[src/rtl/lsu_pkg.sv]
// rtl/lsu_pkg.sv - shared encodings and request checks for the load/store unit
package lsu_pkg;

    localparam logic [2:0] F3_B  = 3'b000;
    localparam logic [2:0] F3_H  = 3'b001;
    localparam logic [2:0] F3_W  = 3'b010;
    localparam logic [2:0] F3_BU = 3'b100;
    localparam logic [2:0] F3_HU = 3'b101;

    typedef enum logic [1:0] {
        ST_IDLE,
        ST_REQ,
        ST_WAIT,
        ST_RESP
    } lsu_state_e;

    typedef enum logic [1:0] {
        ERR_OK       = 2'b00,
        ERR_MISALIGN = 2'b01,
        ERR_TIMEOUT  = 2'b10,
        ERR_ILLEGAL  = 2'b11
    } lsu_err_e;

    function automatic logic f3_illegal(input logic store, input logic [2:0] f3);
        if (store) begin
            return f3 > F3_W;
        end
        return (f3 == 3'b011) || (f3 == 3'b110) || (f3 == 3'b111);
    endfunction

    // Only meaningful for legal funct3; size is carried in the low two bits.
    function automatic logic misaligned(input logic [2:0] f3, input logic [1:0] addr_lo);
        case (f3[1:0])
            2'b01:   return addr_lo[0];
            2'b10:   return addr_lo != 2'b00;
            default: return 1'b0;
        endcase
    endfunction

endpackage

[src/rtl/lsu_if.sv]
// rtl/lsu_if.sv - core request/response and memory bus signals of the load/store unit
interface lsu_if;

    logic        req_valid;
    logic        req_ready;
    logic        req_store;
    logic [2:0]  req_funct3;
    logic [31:0] req_addr;
    logic [31:0] req_wdata;

    logic        resp_valid;
    logic [31:0] resp_rdata;
    logic [1:0]  resp_err;

    logic        mem_req;
    logic        mem_we;
    logic [31:0] mem_addr;
    logic [3:0]  mem_be;
    logic [31:0] mem_wdata;
    logic        mem_gnt;
    logic        mem_rvalid;
    logic [31:0] mem_rdata;

    modport slave (
        input  req_valid, req_store, req_funct3, req_addr, req_wdata,
        input  mem_gnt, mem_rvalid, mem_rdata,
        output req_ready, resp_valid, resp_rdata, resp_err,
        output mem_req, mem_we, mem_addr, mem_be, mem_wdata
    );

    modport master (
        output req_valid, req_store, req_funct3, req_addr, req_wdata,
        output mem_gnt, mem_rvalid, mem_rdata,
        input  req_ready, resp_valid, resp_rdata, resp_err,
        input  mem_req, mem_we, mem_addr, mem_be, mem_wdata
    );

endinterface

[src/rtl/lsu_align.sv]
// rtl/lsu_align.sv - byte enables, store lane replication and load extraction/extension
module lsu_align
    import lsu_pkg::*;
(
    input  logic        store_i,
    input  logic [2:0]  funct3_i,
    input  logic [1:0]  addr_lo_i,
    input  logic [31:0] wdata_i,
    input  logic [31:0] rdata_i,
    output logic [3:0]  be_o,
    output logic [31:0] wdata_o,
    output logic [31:0] load_o
);

    logic [31:0] shifted;

    always_comb begin
        be_o    = 4'b0000;
        wdata_o = wdata_i;
        case (funct3_i[1:0])
            2'b00: begin
                be_o    = 4'b0001 << addr_lo_i;
                wdata_o = {4{wdata_i[7:0]}};
            end
            2'b01: begin
                be_o    = 4'b0011 << {addr_lo_i[1], 1'b0};
                wdata_o = {2{wdata_i[15:0]}};
            end
            default: begin
                be_o    = 4'b1111;
                wdata_o = wdata_i;
            end
        endcase
        if (!store_i) begin
            be_o = 4'b0000;
        end
    end

    assign shifted = rdata_i >> {addr_lo_i, 3'b000};

    always_comb begin
        load_o = shifted;
        case (funct3_i)
            F3_B:    load_o = {{24{shifted[7]}}, shifted[7:0]};
            F3_H:    load_o = {{16{shifted[15]}}, shifted[15:0]};
            F3_BU:   load_o = {24'b0, shifted[7:0]};
            F3_HU:   load_o = {16'b0, shifted[15:0]};
            default: load_o = shifted;
        endcase
    end

endmodule

[src/rtl/load_store_unit.sv]
// rtl/load_store_unit.sv - RV32I load/store unit: request FSM, bus handshake and timeout
module load_store_unit
    import lsu_pkg::*;
#(
    parameter int unsigned TIMEOUT = 64
) (
    input  logic  clk,
    input  logic  rst,
    lsu_if.slave  bus
);

    localparam int unsigned CW = $clog2(TIMEOUT + 1);

    lsu_state_e  state_q, state_d;
    logic        store_q, store_d;
    logic [2:0]  funct3_q, funct3_d;
    logic [31:0] addr_q, addr_d;
    logic [31:0] wdata_q, wdata_d;
    logic [31:0] rdata_q, rdata_d;
    lsu_err_e    err_q, err_d;
    logic [CW-1:0] cnt_q, cnt_d;

    logic [3:0]  lane_be;
    logic [31:0] lane_wdata;
    logic [31:0] load_data;
    logic        timeout_hit;
    logic        in_req;
    logic        in_resp;

    lsu_align u_align (
        .store_i   (store_q),
        .funct3_i  (funct3_q),
        .addr_lo_i (addr_q[1:0]),
        .wdata_i   (wdata_q),
        .rdata_i   (bus.mem_rdata),
        .be_o      (lane_be),
        .wdata_o   (lane_wdata),
        .load_o    (load_data)
    );

    // Counter holds the number of REQ/WAIT cycles already spent; the last allowed one aborts.
    assign timeout_hit = (cnt_q == CW'(TIMEOUT - 1));

    always_ff @(posedge clk or posedge rst) begin
        if (rst) begin
            state_q  <= ST_IDLE;
            store_q  <= 1'b0;
            funct3_q <= 3'b000;
            addr_q   <= '0;
            wdata_q  <= '0;
            rdata_q  <= '0;
            err_q    <= ERR_OK;
            cnt_q    <= '0;
        end else begin
            state_q  <= state_d;
            store_q  <= store_d;
            funct3_q <= funct3_d;
            addr_q   <= addr_d;
            wdata_q  <= wdata_d;
            rdata_q  <= rdata_d;
            err_q    <= err_d;
            cnt_q    <= cnt_d;
        end
    end

    always_comb begin
        state_d  = state_q;
        store_d  = store_q;
        funct3_d = funct3_q;
        addr_d   = addr_q;
        wdata_d  = wdata_q;
        rdata_d  = rdata_q;
        err_d    = err_q;
        cnt_d    = cnt_q;
        case (state_q)
            ST_IDLE: begin
                if (bus.req_valid) begin
                    store_d  = bus.req_store;
                    funct3_d = bus.req_funct3;
                    addr_d   = bus.req_addr;
                    wdata_d  = bus.req_wdata;
                    rdata_d  = '0;
                    err_d    = ERR_OK;
                    cnt_d    = '0;
                    if (f3_illegal(bus.req_store, bus.req_funct3)) begin
                        err_d   = ERR_ILLEGAL;
                        state_d = ST_RESP;
                    end else if (misaligned(bus.req_funct3, bus.req_addr[1:0])) begin
                        err_d   = ERR_MISALIGN;
                        state_d = ST_RESP;
                    end else begin
                        state_d = ST_REQ;
                    end
                end
            end
            ST_REQ: begin
                if (cnt_q != CW'(TIMEOUT)) begin
                    cnt_d = cnt_q + 1'b1;
                end
                if (timeout_hit) begin
                    err_d   = ERR_TIMEOUT;
                    rdata_d = '0;
                    state_d = ST_RESP;
                end else if (bus.mem_gnt) begin
                    // A coincident rvalid is not a response to this request.
                    state_d = ST_WAIT;
                end
            end
            ST_WAIT: begin
                if (cnt_q != CW'(TIMEOUT)) begin
                    cnt_d = cnt_q + 1'b1;
                end
                if (timeout_hit) begin
                    err_d   = ERR_TIMEOUT;
                    rdata_d = '0;
                    state_d = ST_RESP;
                end else if (bus.mem_rvalid) begin
                    err_d   = ERR_OK;
                    rdata_d = store_q ? 32'h0 : load_data;
                    state_d = ST_RESP;
                end
            end
            ST_RESP: begin
                state_d = ST_IDLE;
            end
            default: begin
                state_d = ST_IDLE;
            end
        endcase
    end

    assign in_req  = (state_q == ST_REQ);
    assign in_resp = (state_q == ST_RESP);

    assign bus.req_ready  = (state_q == ST_IDLE);
    assign bus.mem_req    = in_req;
    assign bus.mem_we     = in_req & store_q;
    assign bus.mem_addr   = in_req ? {addr_q[31:2], 2'b00} : 32'h0;
    assign bus.mem_be     = in_req ? lane_be : 4'b0000;
    assign bus.mem_wdata  = in_req ? lane_wdata : 32'h0;
    assign bus.resp_valid = in_resp;
    assign bus.resp_rdata = in_resp ? rdata_q : 32'h0;
    assign bus.resp_err   = in_resp ? err_q : ERR_OK;

endmodule
[src/flat_wrapper.sv]
// flat-port wrapper written by rule: the top's interface ports become plain ports
module load_store_unit_flat import lsu_pkg::*;
#(
    parameter int unsigned TIMEOUT = 64
)
  (clk, rst, bus_req_valid, bus_req_store, bus_req_funct3, bus_req_addr, bus_req_wdata, bus_mem_gnt, bus_mem_rvalid, bus_mem_rdata, bus_req_ready, bus_resp_valid, bus_resp_rdata, bus_resp_err, bus_mem_req, bus_mem_we, bus_mem_addr, bus_mem_be, bus_mem_wdata);
  lsu_if bus_i ();
  input  logic clk;
  input  logic rst;
  input wire logic [$bits(bus_i.req_valid)-1:0] bus_req_valid;
  input wire logic [$bits(bus_i.req_store)-1:0] bus_req_store;
  input wire logic [$bits(bus_i.req_funct3)-1:0] bus_req_funct3;
  input wire logic [$bits(bus_i.req_addr)-1:0] bus_req_addr;
  input wire logic [$bits(bus_i.req_wdata)-1:0] bus_req_wdata;
  input wire logic [$bits(bus_i.mem_gnt)-1:0] bus_mem_gnt;
  input wire logic [$bits(bus_i.mem_rvalid)-1:0] bus_mem_rvalid;
  input wire logic [$bits(bus_i.mem_rdata)-1:0] bus_mem_rdata;
  output wire logic [$bits(bus_i.req_ready)-1:0] bus_req_ready;
  output wire logic [$bits(bus_i.resp_valid)-1:0] bus_resp_valid;
  output wire logic [$bits(bus_i.resp_rdata)-1:0] bus_resp_rdata;
  output wire logic [$bits(bus_i.resp_err)-1:0] bus_resp_err;
  output wire logic [$bits(bus_i.mem_req)-1:0] bus_mem_req;
  output wire logic [$bits(bus_i.mem_we)-1:0] bus_mem_we;
  output wire logic [$bits(bus_i.mem_addr)-1:0] bus_mem_addr;
  output wire logic [$bits(bus_i.mem_be)-1:0] bus_mem_be;
  output wire logic [$bits(bus_i.mem_wdata)-1:0] bus_mem_wdata;
  assign bus_i.req_valid = bus_req_valid;
  assign bus_i.req_store = bus_req_store;
  assign bus_i.req_funct3 = bus_req_funct3;
  assign bus_i.req_addr = bus_req_addr;
  assign bus_i.req_wdata = bus_req_wdata;
  assign bus_i.mem_gnt = bus_mem_gnt;
  assign bus_i.mem_rvalid = bus_mem_rvalid;
  assign bus_i.mem_rdata = bus_mem_rdata;
  assign bus_req_ready = bus_i.req_ready;
  assign bus_resp_valid = bus_i.resp_valid;
  assign bus_resp_rdata = bus_i.resp_rdata;
  assign bus_resp_err = bus_i.resp_err;
  assign bus_mem_req = bus_i.mem_req;
  assign bus_mem_we = bus_i.mem_we;
  assign bus_mem_addr = bus_i.mem_addr;
  assign bus_mem_be = bus_i.mem_be;
  assign bus_mem_wdata = bus_i.mem_wdata;
  load_store_unit #(.TIMEOUT(TIMEOUT)) u_core (.clk(clk), .rst(rst), .bus(bus_i));
endmodule
[config.mk]
export PLATFORM = sky130hd
export DESIGN_NAME = load_store_unit_flat
export DESIGN_NICKNAME = d
export VERILOG_FILES = /design/src/rtl/lsu_pkg.sv /design/src/rtl/lsu_if.sv /design/src/rtl/lsu_align.sv /design/src/rtl/load_store_unit.sv /design/src/flat_wrapper.sv
export SDC_FILE = /design/constraint.sdc
export NUM_CORES = 1
export LEC_CHECK = 0
export CAP_MARGIN = 10
export CORE_UTILIZATION = 40
export DETAILED_ROUTE_END_ITERATION = 8
export PLACE_DENSITY_LB_ADDON = 0.05
export RECOVER_POWER = 50
export SYNTH_ARGS = -nofsm -noshare
export SYNTH_HDL_FRONTEND = slang
export SYNTH_HIERARCHICAL = 1
export SYNTH_SLANG_ARGS = --single-unit
[constraint.sdc]
create_clock -name clk -period 8.75 [get_ports clk]
set_clock_uncertainty 0.1 [all_clocks]
set_input_delay 1.75 -clock clk [delete_from_list [all_inputs] [get_ports clk]]
set_output_delay 1.75 -clock clk [all_outputs]
set_load 0.02 [all_outputs]
==> out/qor.txt <==
Detail Route Antenna Nets -> 0
Post-Synthesis Cell Area -> 6710 um^2
setup repair after global routing missed its margin -> false
synthesis-to-layout area growth -> 35.9%
post-synthesis cell type with the largest combined area -> dfrtp_1
layout cell share with drive strength beyond 1 -> 0.183
pin count of the biggest net entering global routing -> 73
CTS clock-pin slew for the worst setup and hold paths -> 0.07 ns
Maximum Capacitance Violations -> 2
count of endpoints failing setup in the final report -> 0
vias in the first global route -> 5635
power density over the cells -> 344 nW/um^2
count of inserted antenna diode cells -> 0
GP Congestion -> 0.805
Die Span Y -> 132 um
Net count, final -> 939
part of the Yosys area used for sequential elements -> 0.414
VDD IR max -> 225 uV
clk root buf -> clkbuf_16
number of sinks on the clock net -> 111
post-route DRC violation count -> 0
global-route wire length before repair -> 30100 um
internal power -> 1830 uW
clock tree from TritonCTS -> done
count of final max-slew check failures -> 119
DRC marker count from the first detailed-route iteration -> 281
most common flop cell mapped by yosys -> dfrtp_1
cell count after synthesis -> 656
DRT Wirelength -> 18700 um
clock network latency to the later pin of the worst-skew pair -> 0.35 ns
critical path fanouts, max -> 64
Leak Pwr -> 0.00381 uW
number of gates resized after cts -> 0
data required time at the worst endpoint -> 8.89 ns
class of the tightest hold or removal check -> flop to flop
ratio of final minimum period to clock period -> 0.623
leading post-synthesis cells by cell area -> dfrtp_1 (41%), mux2_2 (15%), and2_1 (9.6%), a31o_2 (3.9%), a21boi_0 (3.6%)
post-DR vias/cell -> 5.23
antenna violations before repair -> 0
minimum period implied by the final worst setup slack -> 5.45 ns
number of enable flip-flop cells after synthesis -> 0
Worst Setup Start Kind -> primary input
I/O pin total -> 211
fraction of power consumed by the clock network -> 0.139
total of buffers placed on input and output ports -> 208
Arrival @ worst endpoint -> 5.59 ns
Post-CTS Hold Buffers -> 0
count of unique library cells instantiated by Yosys -> 51
run status -> complete, but fails checks
number of buffers inserted during clock tree synthesis -> 9
area enclosed by the die boundary -> 17300 um^2
global-route usage over all layers -> 0.219
area share of the largest cell type after synthesis -> 0.414
fill count -> 1398
average cell area after synthesis -> 10.2 um^2
Die Wd -> 132 um
vias post-DR -> 5461
sum of internal, switching and leakage power -> 3140 uW
final routed wire length divided by cell count -> 17.9 um
number of buffers added for setup after CTS -> 0
failing checks -> capacitance limit, slew limit
post-detail-place hpwl -> 12800 um
cell row count -> 46
setup TNS after final layout -> 0 ns
Flop pwr share -> 0.287
detailed-router iteration count before antenna repair -> 4
worst-margin pin slew -> 3.43 ns
sw frac -> 0.416
global-route congestion overflow total -> 0
starting density of the core -> 0.417
number of synthesized register bits -> 111
share of synthesized registers carrying an async set or reset -> 1.00
relative slew slack -> -1.29
final hold vios -> 0
number of warnings printed during yosys synthesis -> 6
Core Region -> 16100 um^2
class of the most critical setup path -> primary input to flop
Max Root-Sink Buffers -> 2
Worst setup EP type -> flop
depth of the CTS H-tree -> 3
Final Hold Slack -> 0.398 ns
Logic pwr share -> 0.574
total net switching power -> 1300 uW
maximum frequency from static timing analysis -> 183 MHz
power groups by stage:
stage | clock, uW | sequential (uW) | combinational (uW)
after floorplan | 0 | 842 | 1300
after global placement | 0 | 899 | 1740
after detailed placement | 0 | 909 | 1770
after CTS | 450 | 900 | 1780
after global routing | 467 | 932 | 1960
final | 435 | 900 | 1800
worst paths after layout:
path,startpoint,endpoint,slack [ns],cells past startpoint
max reg2reg,u_core/state_q[0],u_core/addr_q[13],4.44,5
min reg2reg,u_core/addr_q[10],u_core/addr_q[10],0.40,1
max,bus_req_valid,u_core/addr_q[13],3.30,4
max in group asynchronous,rst,u_core/wdata_q[10],4.47,3
min,u_core/addr_q[10],u_core/addr_q[10],0.40,1
min in group asynchronous,rst,u_core/rdata_q[19],2.44,2
critical path: stages:
cell and delay, ns:
dlygate4sd3_1 0.57, nand2_1 0.28, clkbuf_1 2.44, mux2_2 0.49
registers in the layout (all words and copies together) (netlist names):
register         flops
u_core/rdata_q      32
u_core/store_q       1
u_core/cnt_q         7
u_core/err_q         2
u_core/addr_q       32
u_core/wdata_q      32
u_core/state_q       2
u_core/funct3_q      3
placed cells by master (no fill, tap or decap), types with 2 or more instances in the layout:
cell,instances
clkdlybuf4s50_1,204
dfrtp_1,111
and2_1,103
mux2_2,87
nand2_1,58
a21boi_0,32
a31o_2,30
o21ai_0,19
a21oi_1,19
nor2b_1,18
nand3_1,18
mux2i_1,17
inv_1,10
clkbuf_16,9
nor2_1,9
ha_1,9
a2bb2oi_1,7
a211oi_1,7
buf_4,6
inv_6,4
dlygate4sd3_1,4
nand2b_1,4
nor3_1,3
a31oi_1,3
o21a_1,3
or2_0,2
a41oi_1,2
nor3b_2,2
a31o_1,2
conb_1,2
cell type report:
| cell class | instances | area [um^2] | share of cell area |
|---|---|---|---|
| well taps | 216 | 270 | 0.0296 |
| inverters | 11 | 42.5 | 0.00466 |
| multi-input cells | 475 | 3570 | 0.391 |
| clock inverters | 7 | 83.8 | 0.00919 |
| flip-flops and latches | 111 | 2780 | 0.304 |
| clock buffers | 9 | 225 | 0.0247 |
| repair buffers | 216 | 2160 | 0.236 |
cell families after synthesis:
kind of cell,synth area share
AND/OR/NAND/NOR,0.182
AO/OA/AOI/OAI,0.153
flip-flops,0.414
multiplexers,0.173
buffers and inverters,0.0565
adder cells (fa/ha/maj),0.0186
other,0.000559
XOR/XNOR,0.00130
per-layer routing:
metal	wire length, um	track usage	vias up	part of all wire
li1	-	-	2604	-
met1	8050	0.274	2653	0.43
met2	8630	0.353	187	0.46
met3	1760	0.0876	17	0.095
met4	214	0.0510	0	0.011
met5	0	0	-	0
stage by stage:
step | setup slack [ns] | cell area (um^2) | util | std cells
final | 3.30 | 9130 | 0.566 | 1045
after floorplan | 3.97 | 6720 | - | 657
after CTS | 3.72 | 9110 | 0.565 | 1044
after global routing | 2.87 | 9130 | 0.566 | 1045
after global placement | 4.16 | 8800 | 0.546 | 1028
after detailed placement | 4.09 | 8800 | 0.546 | 1028
cell usage after synthesis, drive strengths merged, types with 2 or more instances:
cell type    n
inv         11
nor2b       18
o32ai        2
or2          2
buf         38
a31oi        3
nor3b        2
nand2b       4
and2       103
nand2       58
a211oi       7
ha          10
dfrtp      111
mux2i       17
a2bb2oi      7
nor3         3
nor2        10
clkbuf      22
a41oi        2
a21oi       19
nand3       19
a21boi      32
a31o        32
o21a         3
mux2        88
o21ai       19
(Power assumes the default switching activity.)
